$ cat config.mk
export PLATFORM = sky130hd
export DESIGN_NAME = chunked_seq_adder_flat
export DESIGN_NICKNAME = d
export VERILOG_FILES = /design/src/rtl/chunked_seq_adder_pkg.sv /design/src/rtl/chunked_seq_adder_if.sv /design/src/rtl/chunked_seq_adder_chunk_adder.sv /design/src/rtl/chunked_seq_adder.sv /design/src/flat_wrapper.sv
export SDC_FILE = /design/constraint.sdc
export NUM_CORES = 1
export LEC_CHECK = 0
export BUFFER_PORTS_ARGS = -buffer_cell sky130_fd_sc_hd__buf_2
export CAP_MARGIN = 30
export CORE_MARGIN = 2
export CORE_UTILIZATION = 50
export CTS_BUF_LIST = sky130_fd_sc_hd__clkbuf_8 sky130_fd_sc_hd__clkbuf_16
export DETAILED_ROUTE_END_ITERATION = 10
export GPL_TIMING_DRIVEN = 0
export PLACE_DENSITY = 0.74
export SETUP_SLACK_MARGIN = 0.15
export SKIP_CTS_REPAIR_TIMING = 1
export SYNTH_ARGS = -nofsm -noshare
export SYNTH_HDL_FRONTEND = slang
export SYNTH_SLANG_ARGS = --single-unit
$ cat constraint.sdc
create_clock -name clk -period 5.11 [get_ports clk]
set_clock_uncertainty 0.2 [all_clocks]
set_input_delay 0.511 -clock clk [delete_from_list [all_inputs] [get_ports clk]]
set_output_delay 0.511 -clock clk [all_outputs]
set_load 0.05 [all_outputs]
$ cat src/rtl/chunked_seq_adder_pkg.sv
// Shared definitions for the chunked sequential adder: FSM encoding,
// default geometry and the chunk-count helper.
package adder_pkg;

    typedef enum logic [1:0] {
        ST_IDLE = 2'd0,
        ST_ADD  = 2'd1,
        ST_DONE = 2'd2
    } state_e;

    localparam int DEF_WIDTH = 64;
    localparam int DEF_CHUNK = 16;

    function automatic int chunkCount(input int width, input int chunk);
        return (chunk > 0) ? (width / chunk) : 0;
    endfunction

endpackage

$ cat src/rtl/chunked_seq_adder_if.sv
// Operand/result handshake bundle for chunked_seq_adder; the producer and
// consumer of results share the master side, the adder takes the slave side.
interface chunked_seq_adder_if
    import adder_pkg::*;
#(
    parameter int WIDTH = DEF_WIDTH
);
    logic             in_valid;
    logic             in_ready;
    logic [WIDTH-1:0] a;
    logic [WIDTH-1:0] b;
    logic             c_in;
    logic             sub;
    logic             out_valid;
    logic             out_ready;
    logic [WIDTH-1:0] sum;
    logic             c_out;
    logic             overflow;
    logic             zero;

    modport master (
        output in_valid, a, b, c_in, sub, out_ready,
        input  in_ready, out_valid, sum, c_out, overflow, zero
    );

    modport slave (
        input  in_valid, a, b, c_in, sub, out_ready,
        output in_ready, out_valid, sum, c_out, overflow, zero
    );
endinterface

$ cat src/rtl/chunked_seq_adder_chunk_adder.sv
// Combinational CHUNK-bit ripple slice shared by every cycle of the
// sequential add.
module chunk_adder #(
    parameter int CHUNK = 16
) (
    input  logic [CHUNK-1:0] a,
    input  logic [CHUNK-1:0] b,
    input  logic             c_in,
    output logic [CHUNK-1:0] sum,
    output logic             c_out
);

    assign {c_out, sum} = {1'b0, a} + {1'b0, b} + {{CHUNK{1'b0}}, c_in};

endmodule

$ cat src/rtl/chunked_seq_adder.sv
// Multi-cycle WIDTH-bit adder/subtractor: one CHUNK-bit slice per clock,
// LSB chunk first, carry held in a register between slices.
module chunked_seq_adder
    import adder_pkg::*;
#(
    parameter int WIDTH = DEF_WIDTH,
    parameter int CHUNK = DEF_CHUNK
) (
    input logic               clk,
    input logic               rst,
    chunked_seq_adder_if.slave bus
);

    localparam int NCHUNK = chunkCount(WIDTH, CHUNK);
    localparam int CW     = (NCHUNK > 1) ? $clog2(NCHUNK) : 1;

    generate
        if (CHUNK < 1 || CHUNK > WIDTH || (WIDTH % CHUNK) != 0) begin : g_badParams
            $error("chunked_seq_adder: WIDTH must be a positive multiple of CHUNK");
        end
    endgenerate

    state_e           stateQ;
    logic [WIDTH-1:0] aQ;
    logic [WIDTH-1:0] bQ;
    logic [WIDTH-1:0] sumQ;
    logic [WIDTH-1:0] sumD;
    logic [CW-1:0]    cntQ;
    logic             carryQ;
    logic             inReadyQ;
    logic             outValidQ;
    logic             cOutQ;
    logic             overflowQ;
    logic             zeroQ;

    logic [CHUNK-1:0] aChunk;
    logic [CHUNK-1:0] bChunk;
    logic [CHUNK-1:0] chunkSum;
    logic             chunkCarry;
    logic             lastChunk;

    // Chunk mux: select the slice addressed by the counter and splice the
    // slice result back so the flags can see the complete final sum.
    always_comb begin
        aChunk = aQ[int'(cntQ)*CHUNK +: CHUNK];
        bChunk = bQ[int'(cntQ)*CHUNK +: CHUNK];
        sumD   = sumQ;
        sumD[int'(cntQ)*CHUNK +: CHUNK] = chunkSum;
    end

    assign lastChunk = (cntQ == CW'(NCHUNK - 1));

    chunk_adder #(.CHUNK(CHUNK)) u_chunk (
        .a     (aChunk),
        .b     (bChunk),
        .c_in  (carryQ),
        .sum   (chunkSum),
        .c_out (chunkCarry)
    );

    always_ff @(posedge clk) begin
        if (rst) begin
            stateQ    <= ST_IDLE;
            aQ        <= '0;
            bQ        <= '0;
            sumQ      <= '0;
            cntQ      <= '0;
            carryQ    <= 1'b0;
            inReadyQ  <= 1'b1;
            outValidQ <= 1'b0;
            cOutQ     <= 1'b0;
            overflowQ <= 1'b0;
            zeroQ     <= 1'b0;
        end else begin
            case (stateQ)
                ST_IDLE: begin
                    if (bus.in_valid && inReadyQ) begin
                        // Subtract is a + ~b + ~borrow, so invert b and the carry here.
                        aQ       <= bus.a;
                        bQ       <= bus.sub ? ~bus.b : bus.b;
                        carryQ   <= bus.c_in ^ bus.sub;
                        cntQ     <= '0;
                        inReadyQ <= 1'b0;
                        stateQ   <= ST_ADD;
                    end
                end
                ST_ADD: begin
                    sumQ   <= sumD;
                    carryQ <= chunkCarry;
                    cntQ   <= cntQ + 1'b1;
                    if (lastChunk) begin
                        cOutQ     <= chunkCarry;
                        overflowQ <= (aQ[WIDTH-1] == bQ[WIDTH-1]) &&
                                     (sumD[WIDTH-1] != aQ[WIDTH-1]);
                        zeroQ     <= (sumD == '0);
                        outValidQ <= 1'b1;
                        stateQ    <= ST_DONE;
                    end
                end
                ST_DONE: begin
                    if (bus.out_ready) begin
                        outValidQ <= 1'b0;
                        inReadyQ  <= 1'b1;
                        stateQ    <= ST_IDLE;
                    end
                end
                default: begin
                    outValidQ <= 1'b0;
                    inReadyQ  <= 1'b1;
                    stateQ    <= ST_IDLE;
                end
            endcase
        end
    end

    assign bus.in_ready  = inReadyQ;
    assign bus.out_valid = outValidQ;
    assign bus.sum       = sumQ;
    assign bus.c_out     = cOutQ;
    assign bus.overflow  = overflowQ;
    assign bus.zero      = zeroQ;

endmodule

$ cat src/flat_wrapper.sv
// flat-port wrapper written by rule: the top's interface ports become plain ports
module chunked_seq_adder_flat import adder_pkg::*;
#(
    parameter int WIDTH = DEF_WIDTH,
    parameter int CHUNK = DEF_CHUNK
)
  (clk, rst, bus_in_valid, bus_a, bus_b, bus_c_in, bus_sub, bus_out_ready, bus_in_ready, bus_out_valid, bus_sum, bus_c_out, bus_overflow, bus_zero);
  chunked_seq_adder_if #(.WIDTH(WIDTH)) bus_i ();
  input logic clk;
  input logic rst;
  input wire logic [$bits(bus_i.in_valid)-1:0] bus_in_valid;
  input wire logic [$bits(bus_i.a)-1:0] bus_a;
  input wire logic [$bits(bus_i.b)-1:0] bus_b;
  input wire logic [$bits(bus_i.c_in)-1:0] bus_c_in;
  input wire logic [$bits(bus_i.sub)-1:0] bus_sub;
  input wire logic [$bits(bus_i.out_ready)-1:0] bus_out_ready;
  output wire logic [$bits(bus_i.in_ready)-1:0] bus_in_ready;
  output wire logic [$bits(bus_i.out_valid)-1:0] bus_out_valid;
  output wire logic [$bits(bus_i.sum)-1:0] bus_sum;
  output wire logic [$bits(bus_i.c_out)-1:0] bus_c_out;
  output wire logic [$bits(bus_i.overflow)-1:0] bus_overflow;
  output wire logic [$bits(bus_i.zero)-1:0] bus_zero;
  assign bus_i.in_valid = bus_in_valid;
  assign bus_i.a = bus_a;
  assign bus_i.b = bus_b;
  assign bus_i.c_in = bus_c_in;
  assign bus_i.sub = bus_sub;
  assign bus_i.out_ready = bus_out_ready;
  assign bus_in_ready = bus_i.in_ready;
  assign bus_out_valid = bus_i.out_valid;
  assign bus_sum = bus_i.sum;
  assign bus_c_out = bus_i.c_out;
  assign bus_overflow = bus_i.overflow;
  assign bus_zero = bus_i.zero;
  chunked_seq_adder #(.WIDTH(WIDTH), .CHUNK(CHUNK)) u_core (.clk(clk), .rst(rst), .bus(bus_i));
endmodule
# After elaboration in Yosys (flattened, before gate mapping)
# Index checks and enable logic that the tools add are counted.
# word_totals
register_bits,202
in_bits,134
wordCells,58
out_inout_bits,69
# op_classes
n_mux,16
bitwise_logic,4
add_sub_neg,4
eq_ne,8
shifts,4
n_reduce_logical,11
# op_table
op,n
$shiftx A64 B7 Y16,2
$bwmux W64,1
$logic_not A64 Y1,1
$mux W64,1
$not A64 Y64,1
$shift A16 B33 Y64 const A,1
$shiftx A16 B33 Y64,1
$neg A6 Y33,1
$add A16 B16 Y17,1
$add A17 B1 Y17,1
$reduce_and A3 Y1,3
$mux W2,4
$pmux W1 S3,2
$pmux W2 S3,1
$reduce_and A2 Y1,3
$mux W1,5
$eq A2 B2 Y1 const B,2
$ne A2 B1 Y1 const B,2
$pmux W2 S2,1
$add A2 B1 Y2 const B,1
$eq A2 B1 Y1 const B,1
$logic_and A1 B1 Y1,2
$logic_not A2 Y1,1
$ne A2 B2 Y1 const B,1
other kinds (6),7

# Depth between registers and ports, before layout
# logic_depth
ltp_word,7
ltp_mapped,15
depth_no_buf,12

# By module
# From an unflattened synthesis, not the netlist that was laid out.
# unflattened
hier_cells,1023
hier_area_um2,9298.9
# modules_own_cells
mod,instances,area_each_um2,cells_per_inst,seq_area_each_um2
chunked_seq_adder,1,8555.7,929,4043.9
chunk_adder,1,743.2,94,0.0

# Least setup slack after synthesis
# Ideal clock, no wire load.
# synth_timing
path_type,register to register
start,register u_core.cntQ[0]
end,register u_core.zeroQ (netlist: u_core.bus.zero)
synth_period_minus_slack_ns,4.648
setup_time_ns,0.084
arrival_ns,4.364
t_required_ns,4.826
stages_incl_launch_ff,15
path_slack_ns,0.462
n_path_buf,3
cell_sequence,dfxtp_1 clkbuf_1 buf_1 buf_1 mux4_2 ha_1 a21o_1 a221o_1 a221oi_1 o21bai_1 xor2_1 or2_1 o41ai_1 nand4_1 o31ai_2
# synth_between
elab_chain_len,6
# synth_lines
element,line_no,source
start: declaration,chunked_seq_adder.sv:28,logic [CW-1:0] cntQ;
start signal: assignment,chunked_seq_adder.sv:90,cntQ <= cntQ + 1'b1;
$shiftx A64 B7 Y16 (on tied branches),"chunked_seq_adder.sv:45, chunked_seq_adder.sv:46",
$add A16 B16 Y17,chunked_seq_adder_chunk_adder.sv:13,"assign {c_out, sum} = {1'b0, a} + {1'b0, b} + {{CHUNK{1'b0}}, c_in};"
$add A17 B1 Y17,chunked_seq_adder_chunk_adder.sv:13,
$shiftx A16 B33 Y64,chunked_seq_adder.sv:48,sumD[int'(cntQ)*CHUNK +: CHUNK] = chunkSum;
$bwmux W64,chunked_seq_adder.sv:48,
$logic_not A64 Y1,chunked_seq_adder.sv:95,zeroQ <= (sumD == '0);
end signal: assignment,chunked_seq_adder.sv:95,
end: declaration,chunked_seq_adder.sv:34,logic zeroQ;
# Parallel ways exist; a longest one is shown, timed or not.
# A chain may end at the register's enable or synchronous reset.

# Final worst setup path
# layout_timing
start,register u_core.cntQ[1]
end,register u_core.zeroQ (netlist: u_core.bus.zero)
# Same word-level chain as after synthesis.

==> results by group <==
Logic synthesis
  • Synth Area in Compound Gates: 19.2%
  • Syn Nets: 1200
  • Post-synthesis xor/xnor area fraction: 7.20%
  • Synth top cells by count: dfxtp_1 (202), nor2_1 (156), nand2_1 (146), a21oi_1 (82)
  • Top cell type's share of synthesized area: 43.2%
  • Mapped cell area: 9360 um^2
  • EDFF count, synth: 0
  • Primary FF master, synth: dfxtp_1
  • Ys Warns: 0
  • Cell with the most instances after synthesis: dfxtp_1
  • Distinct cells, synth: 57
  • Cells after Synth: 1043
  • FF+latch count, synth: 202
  • Main combinational cell family by area after synthesis: compound AO/OA/AOI/OAI gates
  • Async set or reset register ratio after synthesis: 0%
  • Syn Area/Cell: 8.98 um^2
  • Simple-gate share of the synthesized area: 15.8%
  • Synth area leader: dfxtp_1
  • Sequential fraction of the synthesis area: 43.2%
  • Post-synthesis adder-cell area fraction: 3.23%
  • Multiplexer share of the synthesized area: 7.82%
  • Synth top area cells: dfxtp_1 (43%), mux4_2 (7.7%), xnor2_1 (6.6%), nor2_1 (6.3%), nand2_1 (5.9%)

Worst hold path
  • Hold Path Stages: 3
  • Worst Hold Launch: bus_a[9]
  • HP Class: in2reg
  • Hold endpoint: u_core.aQ[9]

Setup path
  • Flop2flop setup slack: 0.39 ns
  • Setup crit end kind: register
  • CP startpoint kind: register
  • Worst R2R End: u_core.bus.zero
  • Reg-to-Reg Start: u_core.cntQ[1]
  • Worst-path fanout max: 10
  • Reg2reg path depth: 13
  • Path type of the worst setup path: reg2reg
  • Crit path DAT: 4.91 ns
  • Critical Path RT: 5.30 ns

STA
  • # setup viols final: 0
  • Max_slew headroom: 28.4%
  • Fmax: 212 MHz
  • Min Clock Period, post-route: 4.72 ns
  • Final worst path period share: 92.3%
  • Post-route setup TNS: 0 ns
  • Unrepaired setup endpoints after global routing: no
  • Final Hold Viols: 0
  • Worst-margin pin slew: 1.07 ns
  • Slew Viols, Final: 0
  • Final setup margin: 0.394 ns

CTS
  • Worst skew pair latency: 0.51 ns
  • Worst-path clk slew: 0.06 ns
  • Root Driver: clkbuf_16
  • CTS HTree Levels: 1
  • Clock sinks: 202
  • Total CTS buffers: 21
  • CTS max path bufs: 3
  • CTS tree: yes

Power
  • Leakage power: 4.51 nW
  • Peak supply drop: 0.000237 V
  • PwrDens: 360 nW/um^2

Global routing
  • Initial antenna violation count: 0
  • Overall routing resource usage: 28.4%
  • Vias in the first global route: 8144
  • Total grt overflow: 0
  • First-pass GRT wire length: 44.4 mm
  • Largest net degree at the start of global routing: 14

Detailed routing
  • WL/cell: 19.2 um
  • Routed wl met3: 2.43 mm
  • Final ANT Viol Nets: 0
  • DRT iter0 DRCs: 810
  • Met1 WL: 12.2 mm
  • Vias per cell: 5.81
  • DR vias: 8780
  • Met2 routed WL: 13.2 mm
  • First drt pass iteration count: 5
  • Max Used Layer: met4
  • DRC Markers: 0
  • Total Wirelength: 29.0 mm

Placement
  • Final Wtd Congestion: 0.905
  • Pre-CTS setup slack: -0.676 ns
  • Post-DP HPWL: 21.7 mm
  • Port Buffers: 200

Finish
  • Share of layout cells above drive strength 1: 22.1%
  • NumNets Final: 1423
  • Antenna diodes: 0
  • Area growth syn-to-layout: 22.2%

Run status
  • Status: completed

Floorplanning
  • Initial Util: 50.6%
  • I/O pin count: 203
  • Core Box Area: 18500 um^2
  • Die width: 141 um
  • Num rows: 50
  • Die ar.: 19800 um^2
  • Die height: 141 um

Run
  • Max cap viols: 0
## sequential cells by signal (all words and copies together) (netlist names)
register              flops
u_core.aQ                64
u_core.bQ                64
u_core.bus.c_out          1
u_core.bus.in_ready       1
u_core.bus.out_valid      1
u_core.bus.overflow       1
u_core.bus.sum           64
u_core.bus.zero           1
u_core.carryQ             1
u_core.cntQ               2
u_core.stateQ             2
## logic make-up (layout without fill, tap and decap cells)
group / after synthesis / after routing
and+or+nand+nor: 357 / 357
AOI/OAI and AO/OA: 265 / 265
DFF: 202 / 202
buffers and inverters: 86 / 321
xor gates and xnor gates: 77 / 77
muxes: 33 / 33
adders and majority gates: 23 / 23
## stage by stage
| stage | hold WS (ns) | area, um^2 | power (mW) | cells | utilization [%] |
|---|---|---|---|---|---|
| 2_1_floorplan | 0.233 | 9360 | 2.23 | 1043 | - |
| 5_1_grt | 0.0447 | 11400 | 4.26 | 1512 | 61.8 |
| 4_1_cts | 0.0369 | 11400 | 4.09 | 1512 | 61.4 |
| 3_5_place_dp | 0.245 | 10700 | 2.51 | 1477 | 57.6 |
| 3_3_place_gp | 0.240 | 10700 | 2.50 | 1477 | 57.6 |
| 6_report | 0.0400 | 11400 | 4.12 | 1512 | 61.8 |
## area by class of cell
cell class | instances | area (um^2)
fillers | 1612 | 7080
multi-input cells | 755 | 5030
flip-flops and latches | 202 | 4040
repair buffers | 200 | 1000
clock buffers | 24 | 567
plain buffers | 78 | 315
well taps | 234 | 293
clock inverters | 11 | 154
inverters | 8 | 30.0
## worst max-delay path: stages (launching register included)
cell      delay, ns
dfxtp_1        0.39
clkbuf_1       0.35
clkbuf_1       0.61
mux4_2         0.45
ha_1           0.44
o21ai_0        0.13
a22oi_1        0.21
nand2_1        0.13
o21ai_1        0.21
a21boi_0       0.14
xnor2_1        0.84
nor2_1         0.11
o32ai_1        0.31
o31ai_2        0.10
## routing by layer
layer,global-route usage [%],up-vias
li1,-,4158
met1,38.4,4103
met2,45.5,444
met3,5.03,75
met4,11.4,0
met5,0,-
## how the worst max path moves through the flow
stage,slack [ns],depth (start not counted),endpoint,startpoint
floorplan,0.46,14,u_core.bus.zero,u_core.cntQ[0]
global placement,-0.64,14,u_core.bus.overflow,u_core.cntQ[0]
detailed placement,-0.68,14,u_core.bus.overflow,u_core.cntQ[0]
CTS,-0.68,14,u_core.bus.overflow,u_core.cntQ[0]
global route,0.16,14,u_core.bus.zero,u_core.cntQ[0]
finish,0.39,13,u_core.bus.zero,u_core.cntQ[1]
## report_power, final
part	internal, mW	total (mW)	leakage, nW	switching (mW)
combinational	0.278	0.780	2.49	0.501
clock	0.990	1.62	0.371	0.625
sequential	1.67	1.73	1.65	0.0596
## layout by cell type (no fill, tap or decap), types with 3 or more instances in the layout
| cell type | instances |
|---|---|
| a211oi_1 | 68 |
| a21oi_1 | 82 |
| a22oi_1 | 65 |
| a31oi_1 | 4 |
| buf_1 | 3 |
| buf_2 | 200 |
| bufinv_16 | 4 |
| clkbuf_1 | 68 |
| clkbuf_16 | 21 |
| clkbuf_2 | 3 |
| clkbuf_8 | 3 |
| dfxtp_1 | 202 |
| ha_1 | 21 |
| inv_1 | 12 |
| mux4_2 | 32 |
| nand2_1 | 146 |
| nand2b_1 | 3 |
| nand3_1 | 5 |
| nand3b_1 | 4 |
| nand4_1 | 4 |
| nor2_1 | 156 |
| nor2b_1 | 4 |
| nor3_1 | 8 |
| nor4_1 | 14 |
| o211ai_1 | 3 |
| o21ai_0 | 10 |
| o21ai_1 | 3 |
| o21bai_1 | 3 |
| o22ai_1 | 5 |
| xnor2_1 | 70 |
| xor2_1 | 4 |
(Power assumes the default switching activity.)
